$ cat src/rtl/nibble_serial_subtractor_pkg.sv
// Shared types and helpers for the nibble-serial subtractor.
// Holds the control state encoding, the nibble width and the counter sizing function.
package nibble_serial_subtractor_pkg;

  localparam int NIBBLE_W = 4;

  typedef enum logic [1:0] {
    IDLE = 2'd0,
    BUSY = 2'd1,
    DONE = 2'd2
  } state_t;

  // Bits needed to count n distinct values.
  function automatic int clog2(input int n);
    int w;
    w = 0;
    while ((1 << w) < n) w++;
    return w;
  endfunction

endpackage

$ cat src/rtl/nibble_serial_subtractor_if.sv
// Operand/result handshake bundle for the nibble-serial subtractor.
// master drives operands and result-ready; slave is the subtractor itself.
interface nibble_serial_subtractor_if #(
  parameter int WIDTH = 16
);
  logic             in_valid;
  logic             in_ready;
  logic [WIDTH-1:0] a;
  logic [WIDTH-1:0] b;
  logic             bin;
  logic             out_valid;
  logic             out_ready;
  logic [WIDTH-1:0] diff;
  logic             bout;
  logic             zero;

  modport master (
    output in_valid, a, b, bin, out_ready,
    input  in_ready, out_valid, diff, bout, zero
  );

  modport slave (
    input  in_valid, a, b, bin, out_ready,
    output in_ready, out_valid, diff, bout, zero
  );
endinterface

$ cat src/rtl/nibble_serial_subtractor_bla4_slice.sv
// Combinational 4-bit borrow-lookahead subtractor: d = x - y - bi, bo = borrow out.
// Every borrow is a flat sum of products over generate/propagate terms, not a ripple chain.
module bla4_slice (
  input  logic [3:0] x,
  input  logic [3:0] y,
  input  logic       bi,
  output logic [3:0] d,
  output logic       bo
);
  logic [3:0] g;
  logic [3:0] p;
  logic [3:0] bw;

  assign g = ~x & y;
  assign p = ~(x ^ y);

  assign bw[0] = bi;
  assign bw[1] = g[0] | (p[0] & bi);
  assign bw[2] = g[1] | (p[1] & g[0]) | (p[1] & p[0] & bi);
  assign bw[3] = g[2] | (p[2] & g[1]) | (p[2] & p[1] & g[0])
               | (p[2] & p[1] & p[0] & bi);
  assign bo    = g[3] | (p[3] & g[2]) | (p[3] & p[2] & g[1])
               | (p[3] & p[2] & p[1] & g[0]) | (p[3] & p[2] & p[1] & p[0] & bi);

  assign d = x ^ y ^ bw;
endmodule

$ cat src/rtl/nibble_serial_subtractor.sv
// Multi-cycle subtractor: diff = a - b - bin, one nibble per cycle LSB first, borrow registered between cycles.
// Operands taken in IDLE, result held in DONE until out_ready; NIB cycles from accept to out_valid.
module nibble_serial_subtractor
  import nibble_serial_subtractor_pkg::*;
#(
  parameter int WIDTH = 16
) (
  input logic                     clk,
  input logic                     rst,
  nibble_serial_subtractor_if.slave bus
);
  localparam int NIB = WIDTH / NIBBLE_W;
  localparam int CW  = (NIB > 1) ? clog2(NIB) : 1;
  localparam logic [CW-1:0] LAST = CW'(NIB - 1);

  state_t           state;
  logic [WIDTH-1:0] a_q;
  logic [WIDTH-1:0] b_q;
  logic [WIDTH-1:0] diff_q;
  logic [WIDTH-1:0] diff_nx;
  logic [CW-1:0]    cnt;
  logic             brw;
  logic             bout_q;
  logic             zero_q;
  logic             in_ready_q;
  logic             out_valid_q;
  logic [3:0]       x;
  logic [3:0]       y;
  logic [3:0]       d;
  logic             bo;

  assign x = a_q[cnt*NIBBLE_W +: NIBBLE_W];
  assign y = b_q[cnt*NIBBLE_W +: NIBBLE_W];

  bla4_slice u_slice (
    .x  (x),
    .y  (y),
    .bi (brw),
    .d  (d),
    .bo (bo)
  );

  // Full result including the nibble being produced this cycle, so zero sees all bits.
  always_comb begin
    diff_nx = diff_q;
    diff_nx[cnt*NIBBLE_W +: NIBBLE_W] = d;
  end

  always_ff @(posedge clk) begin
    if (rst) begin
      state       <= IDLE;
      in_ready_q  <= 1'b1;
      out_valid_q <= 1'b0;
      diff_q      <= '0;
      bout_q      <= 1'b0;
      zero_q      <= 1'b0;
      cnt         <= '0;
      brw         <= 1'b0;
      a_q         <= '0;
      b_q         <= '0;
    end else begin
      case (state)
        IDLE: begin
          if (bus.in_valid) begin
            a_q        <= bus.a;
            b_q        <= bus.b;
            brw        <= bus.bin;
            cnt        <= '0;
            in_ready_q <= 1'b0;
            state      <= BUSY;
          end
        end
        BUSY: begin
          diff_q <= diff_nx;
          brw    <= bo;
          cnt    <= cnt + 1'b1;
          if (cnt == LAST) begin
            cnt         <= '0;
            bout_q      <= bo;
            zero_q      <= (diff_nx == '0);
            out_valid_q <= 1'b1;
            state       <= DONE;
          end
        end
        DONE: begin
          if (bus.out_ready) begin
            out_valid_q <= 1'b0;
            in_ready_q  <= 1'b1;
            state       <= IDLE;
          end
        end
        default: begin
          out_valid_q <= 1'b0;
          in_ready_q  <= 1'b1;
          state       <= IDLE;
        end
      endcase
    end
  end

  assign bus.in_ready  = in_ready_q;
  assign bus.out_valid = out_valid_q;
  assign bus.diff      = diff_q;
  assign bus.bout      = bout_q;
  assign bus.zero      = zero_q;
endmodule

$ cat src/flat_wrapper.sv
// flat-port wrapper written by rule: the top's interface ports become plain ports
module nibble_serial_subtractor_flat import nibble_serial_subtractor_pkg::*;
#(
  parameter int WIDTH = 16
)
  (clk, rst, bus_in_valid, bus_a, bus_b, bus_bin, bus_out_ready, bus_in_ready, bus_out_valid, bus_diff, bus_bout, bus_zero);
  nibble_serial_subtractor_if #(.WIDTH(WIDTH)) bus_i ();
  input logic clk;
  input logic rst;
  input wire logic [$bits(bus_i.in_valid)-1:0] bus_in_valid;
  input wire logic [$bits(bus_i.a)-1:0] bus_a;
  input wire logic [$bits(bus_i.b)-1:0] bus_b;
  input wire logic [$bits(bus_i.bin)-1:0] bus_bin;
  input wire logic [$bits(bus_i.out_ready)-1:0] bus_out_ready;
  output wire logic [$bits(bus_i.in_ready)-1:0] bus_in_ready;
  output wire logic [$bits(bus_i.out_valid)-1:0] bus_out_valid;
  output wire logic [$bits(bus_i.diff)-1:0] bus_diff;
  output wire logic [$bits(bus_i.bout)-1:0] bus_bout;
  output wire logic [$bits(bus_i.zero)-1:0] bus_zero;
  assign bus_i.in_valid = bus_in_valid;
  assign bus_i.a = bus_a;
  assign bus_i.b = bus_b;
  assign bus_i.bin = bus_bin;
  assign bus_i.out_ready = bus_out_ready;
  assign bus_in_ready = bus_i.in_ready;
  assign bus_out_valid = bus_i.out_valid;
  assign bus_diff = bus_i.diff;
  assign bus_bout = bus_i.bout;
  assign bus_zero = bus_i.zero;
  nibble_serial_subtractor #(.WIDTH(WIDTH)) u_core (.clk(clk), .rst(rst), .bus(bus_i));
endmodule
$ cat config.mk
export PLATFORM = sky130hd
export DESIGN_NAME = nibble_serial_subtractor_flat
export DESIGN_NICKNAME = d
export VERILOG_FILES = /design/src/rtl/nibble_serial_subtractor_pkg.sv /design/src/rtl/nibble_serial_subtractor_if.sv /design/src/rtl/nibble_serial_subtractor_bla4_slice.sv /design/src/rtl/nibble_serial_subtractor.sv /design/src/flat_wrapper.sv
export SDC_FILE = /design/constraint.sdc
export NUM_CORES = 1
export LEC_CHECK = 0
export CAP_MARGIN = 40
export CORE_MARGIN = 2
export CORE_UTILIZATION = 41
export CTS_CLUSTER_SIZE = 30
export DETAILED_ROUTE_END_ITERATION = 12
export PLACE_DENSITY = 0.65
export SYNTH_ARGS = -nofsm -noshare
export SYNTH_HDL_FRONTEND = slang
export SYNTH_HIERARCHICAL = 1
export SYNTH_SLANG_ARGS = --single-unit
$ cat constraint.sdc
create_clock -name clk -period 3.5 [get_ports clk]
set_input_delay 0.7 -clock clk [delete_from_list [all_inputs] [get_ports clk]]
set_output_delay 0.7 -clock clk [all_outputs]
set_load 0.05 [all_outputs]
* Word level (Yosys, flattened, before mapping)
Cells that the tools add are included.
Word-level totals: output and inout bits 20, flip-flop bits (word level) 57, ROM bits 0, RAM bits 0, word-level logic and storage cells 80, memories kept 0, latch bits 0
Cells by class: div/mod/pow operators 0, reduce and logical (&&, ||, !) cells 9, shift-type cells 4, multiply operators 0, bitwise gates (word level) 33, mux-type cells 16, magnitude comparators 0, equality and inequality tests 6, add/subtract/negate cells 2
Operators with widths (number):
- negator 4 -> 34 bit | 1
- variable shift 4 x 34 -> 16 bit (first input constant) | 1
- variable part select 4 x 34 -> 16 bit | 1
- variable part select 16 x 5 -> 4 bit | 2
- bitwise AND 1 bit | 16
- bitwise mux 16 bit | 1
- zero test 16 bit | 1
- two-way mux 2 bit | 5
- bitwise OR 1 bit | 10
- AND reduction 3 bit | 3
- inverter 4 bit | 2
- XOR 4 bit | 2
- one-hot mux 1 bit (3 select lines) | 2
- one-hot mux 2 bit (3 select lines) | 1
- AND reduction 2 bit | 3
- two-way mux 1 bit | 5
- bitwise AND 4 bit | 1
- equality test 2 bit (second input constant) | 2
- inequality test 2 bit (second input constant) | 2
- one-hot mux 2 bit (2 select lines) | 1
- adder 2 x 1 -> 2 bit (second input constant) | 1
- equality test 2 x 1 -> 1 bit (second input constant) | 1
- zero test 2 bit | 1
- inequality test 2 x 1 -> 1 bit (second input constant) | 1
- other kinds (3) | 4

* Longest topological paths before layout
word-level depth 11, mapped depth 10, mapped depth without buffers 8

* Cells and area by module
The synthesis kept the hierarchy.
Modules (own cells, without submodules):
- nibble_serial_subtractor | area an instance 2472.4 µm², seq. area each 1141.1 µm², cells an instance 288, instances 1
- bla4_slice | area an instance 200.2 µm², seq. area each 0.0 µm², cells an instance 27, instances 1

* Least setup slack after synthesis
OpenSTA, ideal clock, no wires.
path type register -> register, from register u_core.cnt[0], to register u_core.zero_q (netlist: u_core/bus.zero), arrival time 2.631 ns, cell stages (with the launch flop) 9, setup slack 0.751 ns, clock period less this slack 2.749 ns, path through dfxtp_1 > buf_2 > buf_2 > mux4_2 > fa_1 > nor3b_1 > mux2i_1 > and4_1 > a32o_1
RTL lines:
- start: declaration | line nibble_serial_subtractor.sv:21 | logic [CW-1:0] cnt;
- start signal: assignment | line nibble_serial_subtractor.sv:76 | cnt <= cnt + 1'b1;
- variable part select 16 x 5 -> 4 bit | line nibble_serial_subtractor.sv:32 | assign x = a_q[cnt*NIBBLE_W +: NIBBLE_W];
- named net u_core.x[0] | line nibble_serial_subtractor.sv:27 | logic [3:0] x;
- XOR 4 bit (2 in a row) | line nibble_serial_subtractor_bla4_slice.sv:25 | assign d = x ^ y ^ bw;
- named net u_core.d[0] | line nibble_serial_subtractor.sv:29 | logic [3:0] d;
- variable part select 4 x 34 -> 16 bit | line nibble_serial_subtractor.sv:46 | diff_nx[cnt*NIBBLE_W +: NIBBLE_W] = d;
- bitwise mux 16 bit | line nibble_serial_subtractor.sv:46
- zero test 16 bit | line nibble_serial_subtractor.sv:80 | zero_q <= (diff_nx == '0);
- end signal: assignment | line nibble_serial_subtractor.sv:80
- end: declaration | line nibble_serial_subtractor.sv:24 | logic zero_q;
The timed path passes the listed nets, and every way through them passes these cells. A chain may end at the register's enable or synchronous reset.

* Worst setup path in the final report
from register u_core.cnt[0], to register u_core.zero_q (netlist: u_core/bus.zero)
RTL lines:
- variable part select 16 x 5 -> 4 bit * | line nibble_serial_subtractor.sv:33 | assign y = b_q[cnt*NIBBLE_W +: NIBBLE_W];
- named net u_core.y[0] | line nibble_serial_subtractor.sv:28 | logic [3:0] y;
- XOR 4 bit | line nibble_serial_subtractor_bla4_slice.sv:15 | assign p = ~(x ^ y);
- inverter 4 bit | line nibble_serial_subtractor_bla4_slice.sv:15
- bitwise AND 1 bit (2 in a row) | line nibble_serial_subtractor_bla4_slice.sv:19 | assign bw[2] = g[1] | (p[1] & g[0]) | (p[1] & p[0] & bi);
- bitwise OR 1 bit * | line nibble_serial_subtractor_bla4_slice.sv:19
- XOR 4 bit * | line nibble_serial_subtractor_bla4_slice.sv:25
- named net u_core.d[2] | line nibble_serial_subtractor.sv:29
- variable part select 4 x 34 -> 16 bit * | line nibble_serial_subtractor.sv:46
- bitwise mux 16 bit * | line nibble_serial_subtractor.sv:46
- zero test 16 bit * | line nibble_serial_subtractor.sv:80
The timed path passes the listed nets; every way through them passes the cells marked *.

==> impl_results.md <==
* Gpl congestion at 0.822
* Area enclosed by the die boundary at 7180 um2
* Synthesis warning total at 6
* Critical path launch point: u_core/cnt[0]$_SDFFE_PP0P_
* Placeable Area at 6310 um2
* Min cycle time layout at 2.91 ns
* 1st-iter DRT viols at between 100 and 150
* Max-Cap Viols at 0
* Final hold vios at 0
* Count of H-tree levels built during CTS at 3
* Biggest area consumer among synthesized cells: sky130_fd_sc_hd__dfxtp_1
* Final design utilization at 55.3%
* Number of buffers created by CTS at 9
* Share of the clock period used by the worst path after layout at between 80 and 90%
* Pin count of the biggest net entering global routing at 33
* Stage delay of the slowest cell on the critical path at about 0.67 ns
* Share of async-settable or async-resettable flops after synthesis at 0%
* Kind of launch point of the worst setup path: flop
* Source-to-sink clock delay at the later pin of the worst-skew pair at 0.34 ns
* Ratio of routed vias to standard cells at 5.24
* Number of storage elements in the synthesis netlist at 57
* Wire length of the first global-routing pass at 10.0 mm
* Accumulated negative setup slack at 0 ns
* Port Buffers at 56
* Pins Over Slew Limit at 0
* Type of the worst setup path: reg -> reg
* Initial antenna violation count at 0
* Ratio of cells with drive above 1 in the final layout at 8.97%
* Total vias in the final route at 2330
* Worst hold path class: reg -> reg
* Clock transition at the registers of the reported paths at 0.06 ns
* Worst path top cell family by delay: compound AO/OA/AOI/OAI gates
* Count of buffering cells on the critical path with inverters included at 0
* Minimum setup slack among reg-to-reg paths at 0.59 ns
* Pwr Density at 483 nW/um2
* Initial cell density of the core at 42.3%
* Critical path capture point: u_core/bus.zero$_SDFFE_PP0P_
* Post-cts repair resize count at 0
* Clock root buffer: sky130_fd_sc_hd__clkbuf_8
* Die boundary height at 84.7 um
* I/O pin count at 57
* Detailed-route DRC error count at 0
* Mean instance size in the synthesized netlist at 8.48 um2
* Antenna Diode Count at 0
* Hold-fix buffers at CTS at 0
* Via count of the first global-routing pass at 2206
* Worst endpoint required time at approximately 3.7 ns
* Status: complete, no violations
* Worst vdd ir at 0.000369 V
* R2r endpoint: u_core/bus.zero$_SDFFE_PP0P_
* Relative slew slack at ~62%
* Filler-free cell count of the finished design at roughly 450
* Gate count after technology mapping at 315
* Reg2Reg Launch Point: u_core/cnt[0]$_SDFFE_PP0P_
* Main synth FF type: sky130_fd_sc_hd__dfxtp_1
* Final clock skew at 0.00694 ns
* Part of the Yosys area used for sequential elements at 42.7%
* Crit-path max FO at 9
* Antenna-violating nets left at 0
* Total number of nets in the final design at 414
* Number of setup violations in the final report at 0
* Sink count of the clock tree at between 50 and 60
* Largest cells by area after synthesis: sky130_fd_sc_hd__dfxtp_1 (43%), sky130_fd_sc_hd__nand2_1 (11%), sky130_fd_sc_hd__a21oi_1 (8.4%), sky130_fd_sc_hd__mux4_2 (6.7%), sky130_fd_sc_hd__ha_1 (5.1%)
* Leakage dissipation at around 1.3 nW
* Max Clock Freq at 343 MHz
* EDFF count, synth at 0
* Die span in x at 84.7 um
* Global route overflow at 0
* Half-perimeter wire length of the detailed placement result at 4.17 mm
* Critical Path Slowest Stage Cell: sky130_fd_sc_hd__dfxtp_1
* Area fraction of the dominant cell type after synthesis at a little over two fifths
* Site Rows at 29
* Post-synthesis instance area at roughly 2700 um2
* CP Data Arrival Time at 3.14 ns
* Unrepaired setup endpoints after global routing: false
* Overall global routing resource usage at 17.5%
* Average detailed-routed wire length per instance at 13.7 um
* Clock tree from TritonCTS: done
* DP Cell Count at 431
* Worst slew pin tran at 0.566 ns
* Drt pass-1 iters at 4
* Yosys cell types at 39
* Critical path endpoint category: flop
* Worst r2r path cells at 7
* Post-CTS repair timing setup buffer count at 0
* Worst path cell trace: mux4_2, ha_1, a21o_1, a21oi_2, xor2_1, o22ai_1, a32o_1
* Routed wire length at 6.12 mm
* Logic depth of the worst setup path including buffers at 7
* Deepest clock path buffer count at 2
* Area growth syn-to-layout at 30.6%
* Syn nets at ~360
==> synthesized netlist by cell type (all sizes together) (3+ instances only) <==
library cell	number
dfxtp	57
a211oi	3
nor2b	3
or4	3
a21oi	46
inv	12
mux4	8
nand2b	3
nor2	24
nor3	4
buf	9
clkbuf	13
nand3b	3
nand2	75
ha	11
a32oi	12
nor3b	3
==> power breakdown <==
part | total, mW | switching, mW | internal, mW | leakage, nW
registers | 0.705 | 0.0243 | 0.681 | 0.466
clock network | 0.683 | 0.253 | 0.430 | 0.111
logic | 0.298 | 0.166 | 0.132 | 0.729
total | 1.69 | 0.443 | 1.24 | 1.31
==> final cells by class <==
type | instances | area, um2
Timing Repair Buffer | 61 | 593
Clock buffer | 11 | 151
Inverter | 12 | 45.0
Tap cell | 77 | 96.3
Clock inverter | 3 | 65.1
Multi-Input combinational cell | 224 | 1400
Fill cell | 590 | 2820
Sequential cell | 57 | 1140
==> cell usage in the layout (no fill, tap or decap), types with 2 or more instances in the layout <==
cell type / instances
sky130_fd_sc_hd__a22oi_1: 2
sky130_fd_sc_hd__nand4_1: 2
sky130_fd_sc_hd__nor2_1: 24
sky130_fd_sc_hd__nor3b_1: 2
sky130_fd_sc_hd__or4_1: 3
sky130_fd_sc_hd__nor3_1: 4
sky130_fd_sc_hd__a211oi_1: 3
sky130_fd_sc_hd__mux4_2: 8
sky130_fd_sc_hd__o22ai_1: 2
sky130_fd_sc_hd__nand3_1: 2
sky130_fd_sc_hd__inv_1: 12
sky130_fd_sc_hd__clkbuf_8: 11
sky130_fd_sc_hd__nand2b_1: 3
sky130_fd_sc_hd__buf_4: 5
sky130_fd_sc_hd__clkdlybuf4s50_1: 55
sky130_fd_sc_hd__dfxtp_1: 57
sky130_fd_sc_hd__a21oi_1: 45
sky130_fd_sc_hd__a21o_1: 2
sky130_fd_sc_hd__bufinv_16: 2
sky130_fd_sc_hd__a32oi_1: 12
sky130_fd_sc_hd__nor2b_1: 3
sky130_fd_sc_hd__nand2_1: 75
sky130_fd_sc_hd__nand3b_1: 3
sky130_fd_sc_hd__ha_1: 11
sky130_fd_sc_hd__xor2_1: 2
==> registers in the layout, indices dropped and copies added, names as in the netlist <==
name	cells
u_core/a_q	16
u_core/b_q	16
u_core/brw	1
u_core/bus.bout	1
u_core/bus.diff	16
u_core/bus.in_ready	1
u_core/bus.out_valid	1
u_core/bus.zero	1
u_core/cnt	2
u_core/state	2
==> cell families after synthesis <==
group | synth area share, %
AO/OA/AOI/OAI | 17.3
XOR/XNOR | 0.656
adder cells (fa/ha/maj) | 5.90
buffers and inverters | 5.20
flip-flops | 42.7
multiplexers | 7.12
AND/OR/NAND/NOR | 21.2
==> metal layers <==
metal  share of wire (%)  GRT usage, %
met5                   0             0
met3                 6.1          6.49
met1                  49          23.0
met4                0.93          4.33
met2                  44          27.6
==> worst min-delay path by stage <==
stage | endpoint | startpoint | cells past startpoint | slack, ns
after floorplan | u_core/a_q[10]$_SDFFE_PP0P_ | u_core/a_q[10]$_SDFFE_PP0P_ | 2 | 0.43
after global placement | u_core/b_q[9]$_SDFFE_PP0P_ | u_core/b_q[9]$_SDFFE_PP0P_ | 2 | 0.44
after detailed placement | u_core/a_q[12]$_SDFFE_PP0P_ | u_core/a_q[12]$_SDFFE_PP0P_ | 2 | 0.45
after CTS | u_core/a_q[12]$_SDFFE_PP0P_ | u_core/a_q[12]$_SDFFE_PP0P_ | 2 | 0.46
after global routing | u_core/b_q[9]$_SDFFE_PP0P_ | u_core/b_q[9]$_SDFFE_PP0P_ | 2 | 0.48
final | u_core/b_q[15]$_SDFFE_PP0P_ | u_core/b_q[15]$_SDFFE_PP0P_ | 2 | 0.45
==> tightest hold or removal path: cells and delay by family, from the launching register on <==
family          cells  cell delay (ns)
compound gates      1             0.05
flops               1             0.31
simple gates        1             0.05
==> metrics by stage <==
| step | instance area [um2] | setup WS [ns] | hold slack, ns | power [mW] |
|---|---|---|---|---|
| final | 3490 | 0.587 | 0.453 | 1.69 |
| after global routing | 3490 | 0.402 | 0.476 | 1.76 |
| after CTS | 3490 | 0.546 | 0.456 | 1.70 |
| after detailed placement | 3270 | 0.573 | 0.446 | 1.01 |
| after global placement | 3270 | 0.651 | 0.441 | 1.01 |
| after floorplan | 2670 | 0.751 | 0.433 | 0.908 |
Power figures use the tool's default switching activity.
